**src/rtl/i2c_pkg.sv**
```systemverilog
// Shared types and constants for the I2C register-bus target.
package i2c_pkg;

    typedef enum logic [3:0] {
        IDLE,
        DEV,
        DEV_ACK,
        PTR,
        PTR_ACK,
        WDATA,
        WDATA_ACK,
        RDATA,
        RACK,
        IGNORE
    } i2c_state_t;

    localparam logic I2C_ACK       = 1'b0;
    localparam logic I2C_NACK      = 1'b1;
    localparam int   BITS_PER_BYTE = 8;

    function automatic int ptr_bytes(input int addr_w);
        return addr_w / BITS_PER_BYTE;
    endfunction

endpackage

```
**src/rtl/i2c_line_sync.sv**
```systemverilog
// Synchroniser and edge detector for one I2C line.
// Define I2C_GLITCH_FILTER_EN to require 3 equal samples before a level change is accepted.
module i2c_line_sync (
    input  logic clk,
    input  logic rst,
    input  logic line_in,
    output logic level,
    output logic rise,
    output logic fall
);

    logic meta;
    logic sync;

    // Lines idle high, so reset to 1 to avoid a spurious edge after reset.
    always_ff @(posedge clk or posedge rst) begin
        if (rst) begin
            meta <= 1'b1;
            sync <= 1'b1;
        end else begin
            meta <= line_in;
            sync <= meta;
        end
    end

`ifdef I2C_GLITCH_FILTER_EN
    logic [1:0] stable_cnt;

    always_ff @(posedge clk or posedge rst) begin
        if (rst) begin
            level      <= 1'b1;
            rise       <= 1'b0;
            fall       <= 1'b0;
            stable_cnt <= '0;
        end else begin
            rise <= 1'b0;
            fall <= 1'b0;
            if (sync == level) begin
                stable_cnt <= '0;
            end else if (stable_cnt == 2'd2) begin
                level      <= sync;
                rise       <= sync;
                fall       <= ~sync;
                stable_cnt <= '0;
            end else begin
                stable_cnt <= stable_cnt + 2'd1;
            end
        end
    end
`else
    always_ff @(posedge clk or posedge rst) begin
        if (rst) begin
            level <= 1'b1;
            rise  <= 1'b0;
            fall  <= 1'b0;
        end else begin
            level <= sync;
            rise  <= sync & ~level;
            fall  <= ~sync & level;
        end
    end
`endif

endmodule

```
**src/rtl/i2c_reg_peripheral.sv**
```systemverilog
// I2C target that bridges bus writes/reads onto a we/re register strobe interface.
// Optional input glitch filter is enabled by defining I2C_GLITCH_FILTER_EN.
module i2c_reg_peripheral
    import i2c_pkg::*;
#(
    parameter logic [6:0] DEV_ADDR = 7'h42,
    parameter int         ADDR_W   = 8
) (
    input  logic              clk,
    input  logic              rst,
    input  logic              scl,
    input  logic              sda_in,
    output logic              sda_oe,
    output logic [ADDR_W-1:0] reg_addr,
    output logic [7:0]        reg_wdata,
    output logic              reg_we,
    output logic              reg_re,
    input  logic [7:0]        reg_rdata,
    output logic              busy
);

    localparam int PTR_BYTES = ptr_bytes(ADDR_W);

    i2c_state_t        state, state_next;
    logic              scl_lvl, scl_rise, scl_fall;
    logic              sda_lvl, sda_rise, sda_fall;
    logic              start_evt, stop_evt;
    logic [7:0]        shreg, byte_next;
    logic [3:0]        bit_cnt;
    logic [1:0]        byte_cnt;
    logic [ADDR_W-1:0] ptr, ptr_acc, acc_next;
    logic              rw, rd_load, addr_match, byte_done, ack_done;

    i2c_line_sync u_scl_sync (.clk(clk), .rst(rst), .line_in(scl),
                              .level(scl_lvl), .rise(scl_rise), .fall(scl_fall));
    i2c_line_sync u_sda_sync (.clk(clk), .rst(rst), .line_in(sda_in),
                              .level(sda_lvl), .rise(sda_rise), .fall(sda_fall));

    assign start_evt  = scl_lvl & sda_fall;
    assign stop_evt   = scl_lvl & sda_rise;
    assign byte_next  = {shreg[6:0], sda_lvl};
    assign addr_match = (byte_next[7:1] == DEV_ADDR);
    assign acc_next   = ADDR_W'({ptr_acc, byte_next});
    assign byte_done  = scl_rise && (bit_cnt == 4'd7);
    // In ACK states bit_cnt[0] marks that SDA is already being held low.
    assign ack_done   = scl_fall && bit_cnt[0];
    assign reg_addr   = ptr;

    always_ff @(posedge clk or posedge rst) begin
        if (rst) state <= IDLE;
        else     state <= state_next;
    end

    always_comb begin
        state_next = state;
        if (start_evt) begin
            state_next = DEV;
        end else if (stop_evt) begin
            state_next = IDLE;
        end else begin
            case (state)
                DEV:       if (byte_done) state_next = addr_match ? DEV_ACK : IGNORE;
                PTR:       if (byte_done) state_next = PTR_ACK;
                WDATA:     if (byte_done) state_next = WDATA_ACK;
                DEV_ACK:   if (ack_done) state_next = rw ? RDATA : PTR;
                PTR_ACK:   if (ack_done) state_next = (byte_cnt == 2'(PTR_BYTES)) ? WDATA : PTR;
                WDATA_ACK: if (ack_done) state_next = WDATA;
                RDATA:     if (scl_fall && bit_cnt == 4'd8) state_next = RACK;
                RACK:      if (scl_rise) state_next = (sda_lvl == I2C_ACK) ? RDATA : IGNORE;
                default:   ;
            endcase
        end
    end

    always_ff @(posedge clk or posedge rst) begin
        if (rst) begin
            sda_oe    <= 1'b0;
            reg_we    <= 1'b0;
            reg_re    <= 1'b0;
            busy      <= 1'b0;
            ptr       <= '0;
            ptr_acc   <= '0;
            reg_wdata <= '0;
            shreg     <= '0;
            bit_cnt   <= '0;
            byte_cnt  <= '0;
            rw        <= 1'b0;
            rd_load   <= 1'b0;
        end else begin
            reg_we  <= 1'b0;
            reg_re  <= 1'b0;
            rd_load <= reg_re;
            if (start_evt) begin
                sda_oe   <= 1'b0;
                bit_cnt  <= '0;
                byte_cnt <= '0;
            end else if (stop_evt) begin
                sda_oe  <= 1'b0;
                busy    <= 1'b0;
                bit_cnt <= '0;
            end else begin
                case (state)
                    DEV, PTR, WDATA: if (scl_rise) begin
                        shreg   <= byte_next;
                        bit_cnt <= bit_cnt + 4'd1;
                        if (bit_cnt == 4'd7) begin
                            bit_cnt <= '0;
                            if (state == DEV) begin
                                rw     <= sda_lvl;
                                busy   <= addr_match;
                                reg_re <= addr_match & sda_lvl;
                            end else if (state == PTR) begin
                                ptr_acc  <= acc_next;
                                byte_cnt <= byte_cnt + 2'd1;
                                if (byte_cnt == 2'(PTR_BYTES - 1)) ptr <= acc_next;
                            end else begin
                                reg_we    <= 1'b1;
                                reg_wdata <= byte_next;
                            end
                        end
                    end
                    DEV_ACK, PTR_ACK, WDATA_ACK: if (scl_fall) begin
                        if (!bit_cnt[0]) begin
                            sda_oe  <= 1'b1;
                            bit_cnt <= 4'd1;
                        end else begin
                            bit_cnt <= '0;
                            // A read drives its first data bit on the same fall that ends the ACK.
                            sda_oe  <= (state == DEV_ACK && rw) ? ~shreg[7] : 1'b0;
                            if (state == WDATA_ACK) ptr <= ptr + ADDR_W'(1);
                        end
                    end
                    RDATA: begin
                        if (scl_rise) begin
                            bit_cnt <= bit_cnt + 4'd1;
                        end else if (scl_fall) begin
                            if (bit_cnt == 4'd8) begin
                                sda_oe  <= 1'b0;
                                bit_cnt <= '0;
                            end else begin
                                sda_oe <= ~shreg[3'd7 - bit_cnt[2:0]];
                            end
                        end
                    end
                    RACK: if (scl_rise && sda_lvl == I2C_ACK) begin
                        ptr    <= ptr + ADDR_W'(1);
                        reg_re <= 1'b1;
                    end
                    default: ;
                endcase
            end
            if (rd_load) shreg <= reg_rdata;
        end
    end

endmodule

```
**config.mk**
```make
export PLATFORM = sky130hd
export DESIGN_NAME = i2c_reg_peripheral
export DESIGN_NICKNAME = d
export VERILOG_FILES = /design/src/rtl/i2c_pkg.sv /design/src/rtl/i2c_line_sync.sv /design/src/rtl/i2c_reg_peripheral.sv
export SDC_FILE = /design/constraint.sdc
export NUM_CORES = 1
export LEC_CHECK = 0
export BUFFER_PORTS_ARGS = -buffer_cell sky130_fd_sc_hd__buf_2
export CAP_MARGIN = 15
export CORE_MARGIN = 1
export CORE_UTILIZATION = 30
export DETAILED_ROUTE_END_ITERATION = 10
export PLACE_DENSITY = 0.43
export SYNTH_ARGS = -nofsm -noshare
export SYNTH_HDL_FRONTEND = slang
export SYNTH_SLANG_ARGS = --single-unit
```
**constraint.sdc**
```tcl
create_clock -name clk -period 2.6 [get_ports clk]
set_input_delay 0.13 -clock clk [delete_from_list [all_inputs] [get_ports clk]]
set_output_delay 0.13 -clock clk [all_outputs]
set_load 0.02 [all_outputs]
```
* After elaboration in Yosys (flattened, before gate mapping)
Cells that the tools add are included.
** Operators by class
- Magnitude comparators :: 1
- Add/subtract/negate cells :: 4
- Reductions and logical operators :: 31
- Muxes and demuxes :: 77
- Equal/unequal tests :: 39
- Bitwise operators :: 17
** Operators by type and width (number)
- 8-bit two-way mux :: 14
- 4-bit two-way mux :: 20
- 4-bit != test (second input constant) :: 8
- 4-bit case mux with 8 select lines :: 1
- 1-bit two-way mux :: 28
- 8-bit case mux with 3 select lines :: 1
- 4-bit by 3-bit == test with 1-bit output (second input constant) :: 5
- 2-bit nonzero test :: 10
- 2-bit != test (second input constant) :: 9
- 4-bit by 3-bit != test with 1-bit output (second input constant) :: 4
- 2-bit two-way mux :: 7
- 4-bit case mux with 3 select lines :: 1
- 12-bit AND reduction :: 1
- 6-bit AND reduction :: 2
- 1-bit inverter :: 10
- 5-bit AND reduction :: 2
- 10-bit nonzero test :: 1
- 9-bit AND reduction :: 1
- 8-bit by 1-bit adder with 8-bit output (second input constant) :: 1
- 4-bit by 2-bit == test with 1-bit output (second input constant) :: 2
- 4-bit == test (second input constant) :: 2
- 2-bit by 1-bit != test with 1-bit output (second input constant) :: 4
- 4-bit AND reduction :: 2
- 1-bit AND :: 7
- other kinds (19) :: 26
** Storage, ports and cells
- Input port bits :: 12
- Word-level logic and storage cells :: 191
- Bits in registers :: 50

* Longest topological paths before layout
Gate-level depths: netlist of the first run.
- Depth after elaboration :: 10
- Gate-level depth with buffers :: 8
- Depth with buffers taken out :: 7

* Hierarchy
Synthesis of the first run repeated with hierarchy kept, for this count alone.
** Unflattened totals
- Cell total of the unflattened synthesis :: 282
- Area total of the unflattened synthesis :: 2771.4 µm²
** Modules (own cells, without submodules)
- i2c_reg_peripheral :: cells each 266, area each 2476.1 µm², seq. area each 1001.0 µm², instances 1
- i2c_line_sync :: cells each 8, area each 147.6 µm², seq. area each 128.9 µm², instances 2

* Least setup slack after synthesis of the first run
OpenSTA, ideal clock, no wires.
- Path type :: register -> register
- Start point :: register bit_cnt[0]
- End point :: register bit_cnt[3]
- Period minus slack after synthesis :: 1.867 ns
- Cell stages (with the launch flop) :: 9
- Buffers on the path :: 1
- Setup time :: 0.083 ns
- Setup slack :: 0.733 ns
- Arrival :: 1.785 ns
- Cells stage by stage :: dfrtp_1 buf_2 inv_1 ha_1 and4b_1 a221o_1 nand2b_2 or4b_1 a31oi_1
** Between the ends
- Longest elaborated chain between the ends :: 6
- Elaborated cells on any way between the ends :: 11
** RTL lines
- start: declaration :: RTL line i2c_reg_peripheral.sv:29 : logic [3:0] bit_cnt;
- start signal: assignment :: RTL line i2c_reg_peripheral.sv:105 : bit_cnt <= bit_cnt + 4'd1;
- start signal: assignment :: RTL line i2c_reg_peripheral.sv:135 : bit_cnt <= bit_cnt + 4'd1;
- 4-bit by 1-bit adder with 4-bit output or 4-bit by 3-bit == test with 1-bit output (tied branches) :: RTL line i2c_reg_peripheral.sv:105, i2c_reg_peripheral.sv:135, i2c_reg_peripheral.sv:106
- 4-bit two-way mux :: RTL line i2c_reg_peripheral.sv:106 : if (bit_cnt == 4'd7) begin
- 4-bit two-way mux :: RTL line i2c_reg_peripheral.sv:103 : DEV, PTR, WDATA: if (scl_rise) begin
- 4-bit case mux with 3 select lines :: RTL line i2c_reg_peripheral.sv:102 : case (state)
- 4-bit two-way mux :: RTL line i2c_reg_peripheral.sv:97 : end else if (stop_evt) begin
- 4-bit two-way mux :: RTL line i2c_reg_peripheral.sv:93 : if (start_evt) begin
Several ways; a longest one is shown, not always the timed one. The select of a mux whose other input is x is not followed.
A chain may end at the register's enable or synchronous reset.

* Worst setup path after layout of the first run
- Start point :: register bit_cnt[0]
- End point :: register ptr[2] (netlist: reg_addr[2])
** Between the ends
- Longest elaborated chain between the ends :: 3
- Elaborated cells on any way between the ends :: 4
** RTL lines
- 4-bit by 3-bit == test with 1-bit output :: RTL line i2c_reg_peripheral.sv:106
- 2-bit != test (no line)
- 12-bit AND reduction (no line) (*)
- end signal: assignment :: RTL line i2c_reg_peripheral.sv:115 : if (byte_cnt == 2'(PTR_BYTES - 1)) ptr <= acc_next;
- end signal: assignment :: RTL line i2c_reg_peripheral.sv:130 : if (state == WDATA_ACK) ptr <= ptr + ADDR_W'(1);
- end signal: assignment :: RTL line i2c_reg_peripheral.sv:146 : ptr <= ptr + ADDR_W'(1);
- end: declaration :: RTL line i2c_reg_peripheral.sv:31 : logic [ADDR_W-1:0] ptr, ptr_acc, acc_next;
Every way passes the cells marked *; elsewhere a longest branch is shown, timed or not.

==> results of run 1 <==
==> logic make-up (layout without fill, tap and decap cells) <==
logic type / after synthesis / after routing / share of synthesized area [%]
AO/OA/AOI/OAI: 79 / 79 / 20.2
adder cells (fa/ha/maj): 5 / 5 / 2.23
buffers and inverters: 33 / 66 / 5.84
flip-flops: 50 / 50 / 44.9
multiplexers: 12 / 12 / 6.65
AND/OR/NAND/NOR: 92 / 92 / 20.3
==> cell usage after synthesis, drive strengths merged (5+ instances only) <==
cell | count | share of area (%)
dfrtp | 44 | 39
a21oi | 29 | 5.8
nand2 | 26 | 3.6
inv | 20 | 2.7
nor2 | 13 | 1.9
o21ai | 12 | 2.1
buf | 9 | 2.5
mux2 | 9 | 4.7
nand3 | 9 | 1.6
a222oi | 8 | 2.9
nor3 | 7 | 1.6
a31oi | 6 | 1.6
dfstp | 6 | 5.6
and3 | 5 | 1.1
ha | 5 | 2.2
nand2b | 5 | 1.3
nor2b | 5 | 1.1
o22ai | 5 | 1.3
==> registers in the layout, summed over array words and instances, names as in the netlist, 2 cells and up <==
signal and flops:
bit_cnt 4, reg_addr 8, shreg 8, reg_wdata 8
byte_cnt 2, state 4
==> power groups by stage <==
stage / Combinational [uW] / Sequential [uW] / Clock, uW
after floorplan: 1070 / 1220 / 0
after global placement: 1250 / 1370 / 0
after detailed placement: 1230 / 1360 / 0
after CTS: 1240 / 1350 / 610
after global routing: 1400 / 1410 / 644
final: 1240 / 1350 / 584
==> metal layers <==
metal	share of wire, %	global-route usage, %	vias to the layer above
li1	-	-	1075
met1	51	23.0	1078
met2	44	23.1	59
met3	4.3	2.62	2
met4	0.52	4.36	0
met5	0	0	-
==> worst min path at each step <==
| stage | from | end | slack, ns | cells after the start |
|---|---|---|---|---|
| finish | rst | reg_wdata[2] | -0.01 | 3 |
| global route | reg_rdata[6] | shreg[6] | 0.02 | 3 |
| CTS | rst | reg_wdata[1] | 0.007 | 3 |
| detailed placement | scl | u_scl_sync.meta | 0.24 | 1 |
| global placement | scl | u_scl_sync.meta | 0.24 | 1 |
| floorplan | scl | u_scl_sync.meta | 0.13 | 0 |
==> worst max-delay path, stage by stage (launching register included) <==
cell                       delay [ns]
sky130_fd_sc_hd__dfrtp_1         0.59
sky130_fd_sc_hd__ha_1            0.36
sky130_fd_sc_hd__and4b_1         0.34
sky130_fd_sc_hd__nand2_2         0.10
sky130_fd_sc_hd__a221oi_4        0.32
sky130_fd_sc_hd__buf_4           0.27
sky130_fd_sc_hd__o21ai_1         0.10
sky130_fd_sc_hd__a22oi_1         0.14
==> stage by stage <==
stage,std cells,hold WS (ns)
finish,412,-0.00995
global route,412,0.0170
CTS,412,0.00726
detailed placement,402,0.237
global placement,402,0.237
floorplan,271,0.134
==> cell type report <==
cell class              instances  share of cell area (%)
clock buffers                   5                    2.16
flip-flops and latches         50                    39.6
repair buffers                 38                    6.69
multi-input cells             188                    43.5
inverters                      20                    2.36
clock inverters                 3                    1.49
well taps                     108                    4.25
==> cell usage in the layout (no fill, tap or decap), drive strengths merged, types with 6 or more instances in the layout <==
| cell | instances |
|---|---|
| nor2 | 13 |
| nand2 | 26 |
| a222oi | 8 |
| o21ai | 12 |
| dfrtp | 44 |
| a31oi | 6 |
| inv | 21 |
| nand3 | 9 |
| a21oi | 29 |
| buf | 36 |
| nor3 | 7 |
| dfstp | 6 |
| mux2 | 9 |
==> metrics.md, run 1 <==
| Metric | Value |
|---|---|
| Standard-cell row count | `34` |
| Clock slew at reported path FFs | `0.10 ns` |
| Overall Power | `between 3000 and 4000 uW` |
| P_int | `about 1800 uW` |
| RR Startpoint | `bit_cnt[0]` |
| Worst relative slew slack | `52.9%` |
| Overall routing resource usage | `15.5%` |
| Die boundary height | `around 99 um` |
| Setup WS post-layout | `about 0.3 ns` |
| Upper clock frequency limit | `around 0.44 GHz` |
| Clock network fraction of design power | `18.4%` |
| Pre-CTS WS | `0.324 ns` |
| Ratio of final minimum period to clock period | `88.4%` |
| Number of unique standard cell types used by synthesis | `between 60 and 70` |
| Smallest hold slack | `-0.00995 ns` |
| Die outline area | `just under 10000 um^2` |
| Number of vias in the routed layout | `approximately 2200` |
| Total wire length | `6.90 mm` |
| Maximum vdd drop | `roughly 0.00034 V` |
| Total area of sequential cells | `1260 um^2` |
| Outcome | `finished, violations left` |
| Setup TNS | `0 ns` |
| Number of fill cells in the layout | `slightly below 900` |
| Number of violations reported at the end of detailed-routing iteration 0 | `roughly 220` |
| Hold Path Class | `in -> async` |
| Slew at the pin closest to its max-slew limit | `0.704 ns` |
| Flop-to-flop setup slack | `approximately 0.30 ns` |
| Number of hold-repair buffers added at the cts stage | `2` |
| Type of the worst setup path | `reg -> reg` |
| Yosys warnings | `0` |
| Post-synthesis register bit count | `50` |
| Vias in the first global route | `between 2000 and 2500` |
| Net switching fraction of the power | `between 40% and 50%` |
| Cell Area, Placed | `between 3000 and 4000 um^2` |
| Max Cap Violations | `0` |
| Final number of hold-violating endpoints | `26` |
| CTS root buffer | `sky130_fd_sc_hd__clkbuf_8` |
| Number of buffers created by CTS | `5` |
| Crit path capture type | `register` |
| Post-DP HPWL | `around 4.7 mm` |
| Average detailed-routed wire length per instance | `16.8 um` |
| Layout cell share with drive strength beyond 1 | `27.0%` |
| Final Skew | `between 0.007 and 0.008 ns` |
| Number of diodes | `0` |
| First-pass GRT wire length | `around 12 mm` |
| Horizontal die dimension | `between 90 and 100 um` |
| Detailed Routing Iterations Pass 1 | `5` |
| Critical path destination | `reg_addr[2]` |
| Maximum number of pins on one net before global-route repair | `just over 50` |
| Maximum fanout along the worst path | `15` |
| CP Launch Point | `bit_cnt[0]` |
| Worst-case clock buffer depth | `2` |
| Reg-to-Reg End | `reg_addr[2]` |
| Setup violations, final | `0` |
| Async SR Flop Fraction | `between 90% and 100%` |
| Post-CTS sizing | `0` |
| Gr ovfl total | `0` |
| Layout Nets | `320` |
| Ratio of routed vias to standard cells | `around 5.4` |
| Combinational share of power | `around two fifths` |
| Top-level port count | `32` |
| Worst-skew pair later-pin latency | `0.31 ns` |
| Seq/Total Area, Yosys | `44.9%` |
| CTS sink cnt | `50` |
| Net switching power | `about 1400 uW` |
| Number of buffers inserted by port buffering | `31` |
| Cells on worst reg2reg path | `7` |
| WP data required | `2.83 ns` |
| Most used DFF post-synth | `sky130_fd_sc_hd__dfrtp_1` |
| Count of H-tree levels built during CTS | `2` |
| Number of flops mapped to enable cells by yosys | `0` |
| RSZ-0062 raised after global routing | `false` |
| Initial core utilization | `approximately a third` |
| Arrival time of data at the critical path endpoint | `about 2.5 ns` |
| Area occupied by multi-input gates | `between 1000 and 1500 um^2` |
| Final critical path time including I/O delays and setup | `around 2.3 ns` |
| Average cell area after synthesis | `10.4 um^2` |
| Remaining number of nets flagged by the antenna check after routing | `0` |
| PD cells | `about 1000 nW/um^2` |
| Leak pwr | `around 0.0015 uW` |
| Part of the power in registers | `a little over two fifths` |
| Post-Route Utilization | `between 30% and 40%` |
| Routability-driven placement congestion ratio | `~0.76` |
| Number of instances in the synthesized netlist | `between 200 and 300` |
| Violated checks | `negative hold slack` |
| Finished layout cell area | `roughly 3200 um^2` |
| Area growth, synth to finish | `13.4%` |
| Syn Std Cell Area | `2810 um^2` |
| Net Count, Synth | `288` |
| Crit start category | `register` |
| Count of buffers added by post-CTS timing repair for setup | `0` |
| TritonCTS clock tree | `yes` |
| Number of remaining DRC errors | `0` |
| Core outline area | `8890 um^2` |
| Number of max-slew violations in the final report | `0` |
| Antenna violations before repair | `0` |
Note: power is estimated with default switching activity, not from simulation.
==> run 2, diff against run 1 <==
BUFFER_PORTS_ARGS = default   (was -buffer_cell sky130_fd_sc_hd__buf_2)
DONT_BUFFER_PORTS = 1   (was default)
PLACE_DENSITY = 0.4   (was 0.43)
==> metrics.md, run 2 (same netlist as run 1, synthesis figures left out) <==
| Metric | Value |
|---|---|
| Number of max-slew violations in the final report | `0` |
| Arrival time of data at the critical path endpoint | `2.52 ns` |
| Number of violations reported at the end of detailed-routing iteration 0 | `142` |
| Part of the power in registers | `approximately 48%` |
| Leading cell type in the layout, fill and taps excluded | `sky130_fd_sc_hd__dfrtp_1` |
| Max stage delay cell, worst path | `sky130_fd_sc_hd__dfrtp_1` |
| Post-DP HPWL | `around 4.8 mm` |
| WP data required | `2.82 ns` |
| Core outline area | `8890 um^2` |
| Routability-driven placement congestion ratio | `~0.76` |
| Final Skew | `around 0.011 ns` |
| TritonCTS clock tree | `yes` |
| Maximum vdd drop | `0.000281 V` |
| Upper clock frequency limit | `roughly 0.44 GHz` |
| Final critical path time including I/O delays and setup | `2.30 ns` |
| Final number of hold-violating endpoints | `0` |
| Average detailed-routed wire length per instance | `18.0 um` |
| Number of buffers inserted by port buffering | `0` |
| CTS sink cnt | `50` |
| Number of diodes | `0` |
| Top library cells by usage in the layout, fill and taps aside | `sky130_fd_sc_hd__dfrtp_1 (44), sky130_fd_sc_hd__a21oi_1 (26), sky130_fd_sc_hd__nand2_1 (25)` |
| Clock network fraction of design power | `16.1%` |
| Initial core utilization | `31.6%` |
| Hold Path Depth | `1` |
| Count of buffers added by post-CTS timing repair for setup | `0` |
| Maximum fanout along the worst path | `15` |
| First-pass GRT wire length | `around 12 mm` |
| Ratio of routed vias to standard cells | `roughly 5.4` |
| Vias in the first global route | `approximately 2200` |
| Clock slew at reported path FFs | `roughly 0.1 ns` |
| Count of H-tree levels built during CTS | `2` |
| Number of vias in the routed layout | `roughly 2100` |
| Type of the worst setup path | `reg -> reg` |
| Die outline area | `slightly below 10000 um^2` |
| Top-level port count | `32` |
| Detailed Routing Iterations Pass 1 | `4` |
| Max Cap Violations | `0` |
| Standard-cell row count | `34` |
| Die boundary height | `about 99 um` |
| CTS root buffer | `sky130_fd_sc_hd__clkbuf_8` |
| Cells on worst reg2reg path | `7` |
| Worst-case clock buffer depth | `2` |
| Hold Path Class | `in -> reg` |
| Crit start category | `register` |
| Combinational share of power | `35.9%` |
| Slew at the pin closest to its max-slew limit | `roughly 0.67 ns` |
| Setup violations, final | `0` |
| Leak pwr | `roughly 0.0014 uW` |
| Overall routing resource usage | `approximately 16%` |
| PD cells | `about 980 nW/um^2` |
| Overall Power | `3030 uW` |
| RSZ-0062 raised after global routing | `false` |
| Maximum number of pins on one net before global-route repair | `51` |
| Crit path capture type | `register` |
| Outcome | `finished clean` |
| Post-Route Utilization | `between 30% and 40%` |
| Number of buffers created by CTS | `5` |
| Largest stage delay, worst path | `about 0.56 ns` |
| Antenna violations before repair | `0` |
| Remaining number of nets flagged by the antenna check after routing | `0` |
| Net switching fraction of the power | `between 40 and 50%` |
| Layout Nets | `299` |
| P_int | `1660 uW` |
| Cell total after placement | `approximately 370` |
| Area growth, synth to finish | `10.4%` |
| Horizontal die dimension | `just under 100 um` |
| Cells traversed along the worst timing path | `ha_1 -> and4b_1 -> nand2_2 -> a221oi_4 -> buf_4 -> o21ai_1 -> a22oi_1` |
| Net switching power | `between 1000 and 1500 uW` |
| Worst relative slew slack | `55.1%` |
| Layout cell share with drive strength beyond 1 | `a little under a fifth` |
| Total wire length | `slightly above 7 mm` |
| Final std cells w/o fill | `391` |
| Gr ovfl total | `0` |
| Worst-skew pair later-pin latency | `roughly 0.31 ns` |
| Setup TNS | `0 ns` |
| Number of remaining DRC errors | `0` |
| Ratio of final minimum period to clock period | `between 80% and 90%` |
[run 2: path summary, 6_finish.rpt]
| check | to | slack (ns) | startpoint |
|---|---|---|---|
| max | reg_addr[2] | 0.30 | bit_cnt[0] |
| min in group asynchronous | reg_we | 0.44 | rst |
| max in group asynchronous | reg_addr[0] | 1.70 | rst |
| max reg2reg | reg_addr[2] | 0.30 | bit_cnt[0] |
| min reg2reg | u_scl_sync.sync | 0.36 | u_scl_sync.meta |
| min | u_sda_sync.meta | 0.35 | sda_in |
[run 2: worst max-delay path, delay by kind of cell (launching register included)]
family	cells	cell delay, ns
AOI/OAI and AO/OA	3	0.57
adders and majority gates	1	0.36
buffers and inverters	1	0.26
DFF	1	0.56
and+or+nand+nor	2	0.46
[run 2: power groups by stage]
stage / Clock [uW] / Combinational (uW) / Sequential (uW)
2_1_floorplan: 0 / 1070 / 1220
3_3_place_gp: 0 / 1090 / 1470
3_5_place_dp: 0 / 1070 / 1470
4_1_cts: 512 / 1090 / 1450
5_1_grt: 543 / 1230 / 1510
6_report: 489 / 1090 / 1450
[run 2: area by class of cell]
cell class	count	area, um^2
clock buffer	6	72.6
clock inverter	2	17.5
fill	904	5790
inverter	20	75.1
multi-input combinational	188	1380
sequential	50	1260
tap	108	135
timing repair buffer	17	155
[run 2: layer usage]
metal	wire length, um	track usage (%)
met1	3620	22.9
met5	0	0
met3	316	3.05
met2	3050	22.9
met4	63	4.71
[run 2: through the flow]
| stage | worst slack (ns) | cell area (um^2) | hold slack (ns) |
|---|---|---|---|
| 6_report | 0.302 | 3100 | 0.354 |
| 5_1_grt | 0.0695 | 3100 | 0.334 |
| 4_1_cts | 0.289 | 3100 | 0.335 |
| 3_5_place_dp | 0.316 | 2900 | 0.135 |
| 3_3_place_gp | 0.305 | 2900 | 0.135 |
| 2_1_floorplan | 0.733 | 2810 | 0.134 |
[run 2: timing repair]
item                                   4_1_cts  5_1_grt
resized for setup                            0        0
endpoints found under the hold margin       54        0
hold buffers                                11        0
==> run 3, diff against run 2 <==
ABC_AREA = 1   (was default)
==> metrics.md, run 3 <==
| Metric | Value |
|---|---|
| Outcome | `finished clean` |
| Layout Nets | `419` |
| Maximum number of pins on one net before global-route repair | `just over 50` |
| Syn Std Cell Area | `around 3000 um^2` |
| WP data required | `2.80 ns` |
| Fraction of met2 tracks used by global routing | `23.8%` |
| Maximum vdd drop | `approximately 0.00035 V` |
| Final Skew | `roughly 0.012 ns` |
| Area growth, synth to finish | `11.9%` |
| Average detailed-routed wire length per instance | `about 14 um` |
| Number of violations reported at the end of detailed-routing iteration 0 | `between 90 and 100` |
| Core outline area | `approximately 9400 um^2` |
| CP Launch Point | `bit_cnt[0]` |
| Number of remaining DRC errors | `0` |
| Number of vias in the routed layout | `~2500` |
| Leading cell type in the layout, fill and taps excluded | `sky130_fd_sc_hd__nand2_1` |
| Area fraction of the dominant cell type after synthesis | `between 30% and 40%` |
| Routability-driven placement congestion ratio | `approximately 0.82` |
| Most repeated cell in the gate-level netlist after synthesis | `sky130_fd_sc_hd__nand2_1` |
| Worst relative slew slack | `a little under three fifths` |
| Net Count, Synth | `around 410` |
| Arrival time of data at the critical path endpoint | `between 2 and 2.5 ns` |
| Count of buffers added by post-CTS timing repair for setup | `0` |
| Number of diodes | `0` |
| Most frequent cells after synthesis | `sky130_fd_sc_hd__nand2_1 (129), sky130_fd_sc_hd__dfrtp_1 (44), sky130_fd_sc_hd__nand3_1 (38), sky130_fd_sc_hd__inv_1 (37), sky130_fd_sc_hd__nor2_1 (30)` |
| Layout cell share with drive strength beyond 1 | `11.4%` |
| Overall routing resource usage | `between 10% and 20%` |
| GRT met1 Usage | `25.4%` |
| Ratio of routed vias to standard cells | `between 4 and 5` |
| First-pass GRT wire length | `between 10 and 15 mm` |
| Flop-to-flop setup slack | `approximately 0.57 ns` |
| Reg-to-Reg End | `reg_addr[4]` |
| Critical path destination | `reg_addr[4]` |
| Crit path capture type | `register` |
| Hold path startpoint | `u_scl_sync.meta` |
| Slew at the pin closest to its max-slew limit | `approximately 0.66 ns` |
| Post-synthesis register bit count | `50` |
| Average cell area after synthesis | `~7.6 um^2` |
| Number of fill cells in the layout | `a little over 1000` |
| Hold Path Class | `reg -> reg` |
| Number of instances in the synthesized netlist | `just under 400` |
| Clock slew at reported path FFs | `around 0.1 ns` |
| Setup violations, final | `0` |
| Top library cells by usage in the layout, fill and taps aside | `sky130_fd_sc_hd__nand2_1 (129), sky130_fd_sc_hd__dfrtp_1 (44), sky130_fd_sc_hd__nand3_1 (38)` |
| Count of H-tree levels built during CTS | `2` |
| Final critical path time including I/O delays and setup | `slightly above 2 ns` |
| Maximum fanout along the worst path | `15` |
| Gr ovfl total | `0` |
| Grt peak-use layer | `met1` |
| RSZ-0062 raised after global routing | `false` |
| Antenna violations before repair | `0` |
| Dominant cell type by area after synthesis | `sky130_fd_sc_hd__dfrtp_1` |
| Number of buffers created by CTS | `5` |
| Async SR Flop Fraction | `between 90% and 100%` |
| Number of max-slew violations in the final report | `0` |
| Remaining number of nets flagged by the antenna check after routing | `0` |
| Post-CTS sizing | `0` |
| Number of flops mapped to enable cells by yosys | `0` |
| Main area contributors after synthesis | `sky130_fd_sc_hd__dfrtp_1 (37%), sky130_fd_sc_hd__nand2_1 (16%), sky130_fd_sc_hd__nand3_1 (6.4%), sky130_fd_sc_hd__dfstp_2 (5.3%), sky130_fd_sc_hd__inv_1 (4.7%)` |
| Cells on worst reg2reg path | `10` |
| Final number of hold-violating endpoints | `0` |
| Die outline area | `10200 um^2` |
| PD cells | `between 1000 and 1500 nW/um^2` |
| Max Cap Violations | `0` |
| Number of unique standard cell types used by synthesis | `32` |
| CTS root buffer | `sky130_fd_sc_hd__clkbuf_8` |
| Leak pwr | `approximately 0.0016 uW` |
| Worst-skew pair later-pin latency | `just over 0.3 ns` |
| Seq/Total Area, Yosys | `~43%` |
| Post-DP HPWL | `roughly 5.7 mm` |
| GRT met3 Usage | `under 10%` |
| Worst-case clock buffer depth | `2` |
| Most used DFF post-synth | `sky130_fd_sc_hd__dfrtp_1` |
| Initial core utilization | `31.5%` |
| Upper clock frequency limit | `about 0.49 GHz` |
| Total wire length | `a little under 8 mm` |
| Vias in the first global route | `~2400` |
| Die boundary height | `101 um` |
| Top-level port count | `32` |
| Ratio of final minimum period to clock period | `around 80%` |
| Overall Power | `3650 uW` |
| Yosys warnings | `0` |
| Type of the worst setup path | `reg -> reg` |
| CTS sink cnt | `50` |
| Detailed Routing Iterations Pass 1 | `4` |
| TritonCTS clock tree | `yes` |
| Number of buffers inserted by port buffering | `0` |
| Horizontal die dimension | `between 100 and 150 um` |
| Standard-cell row count | `35` |
| RR Startpoint | `bit_cnt[0]` |
| Crit start category | `register` |
| Setup TNS | `0 ns` |
==> run 3: cell count changes after synthesis, sizes merged, moves of 6 or more <==
cell	change
o21ai	+11
buf	-6
o211ai	+9
inv	+21
nand2	+114
a222oi	-8
nand3	+32
nor3	-6
nor2	+29
mux2	-9
a21oi	-12
==> run 3: layer usage <==
| metal | up-vias | wire length, um |
|---|---|---|
| met1 | 1127 | 4040 |
| met5 | - | 0 |
| met2 | 40 | 3280 |
| li1 | 1280 | - |
| met3 | 4 | 306 |
| met4 | 0 | 82 |
==> run 3: critical path, cell delays in order (launching register included) <==
cell and delay [ns]:
sky130_fd_sc_hd__dfrtp_1 0.61, sky130_fd_sc_hd__ha_1 0.25, sky130_fd_sc_hd__nand2_1 0.08, sky130_fd_sc_hd__nor2_2 0.24, sky130_fd_sc_hd__nand3_1 0.12, sky130_fd_sc_hd__nand2_1 0.10, sky130_fd_sc_hd__nand2_2 0.06, sky130_fd_sc_hd__nor2_4 0.22
sky130_fd_sc_hd__nand2_4 0.12, sky130_fd_sc_hd__nand2_1 0.07, sky130_fd_sc_hd__nand2_1 0.05
==> run 3: cell families (layout without fill, tap and decap cells) <==
group | Yosys count | after routing | synth area share, %
AO/OA/AOI/OAI | 52 | 52 | 9.92
XOR/XNOR | 4 | 4 | 1.19
adder cells (fa/ha/maj) | 5 | 5 | 2.12
buffers and inverters | 48 | 61 | 6.74
flip-flops | 50 | 50 | 42.6
AND/OR/NAND/NOR | 231 | 231 | 37.4
==> run 3: what timing repair did <==
action	4_1_cts	5_1_grt
setup endpoints to repair	0	0
endpoints found under the hold margin	54	0
hold buffers	11	0
==> run 3: worst min-delay path by stage <==
stage | to | slack [ns] | depth (start not counted)
3_3_place_gp | u_sda_sync.meta | 0.13 | 0
3_5_place_dp | u_scl_sync.meta | 0.13 | 0
5_1_grt | u_scl_sync.meta | 0.34 | 1
6_report | u_scl_sync.sync | 0.36 | 0
4_1_cts | u_scl_sync.meta | 0.35 | 1
2_1_floorplan | u_scl_sync.meta | 0.13 | 0
==> run 3: final cells by class <==
| cell class | instances | area, um^2 | share of cell area (%) |
|---|---|---|---|
| clock buffers | 7 | 86.3 | 2.61 |
| flip-flops and latches | 50 | 1260 | 38.1 |
| clock inverters | 1 | 30.0 | 0.909 |
| repair buffers | 12 | 118 | 3.56 |
| inverters | 41 | 154 | 4.66 |
| multi-input cells | 292 | 1490 | 45.2 |
| well taps | 129 | 161 | 4.89 |
==> run 3: through the flow <==
stage               hold WS, ns  util, %  area, um^2  cells  setup slack, ns
global placement          0.135     32.8        3080    513            0.694
finish                    0.360     35.2        3300    532            0.574
floorplan                 0.134        -        2950    390             1.04
CTS                       0.349     35.2        3300    532            0.563
global route              0.335     35.2        3300    532            0.319
detailed placement        0.135     32.8        3080    513            0.591
==> run 3: where the power goes <==
part           switching (uW)  internal, uW
logic                    1100           560
registers                 418           979
clock network             275           315
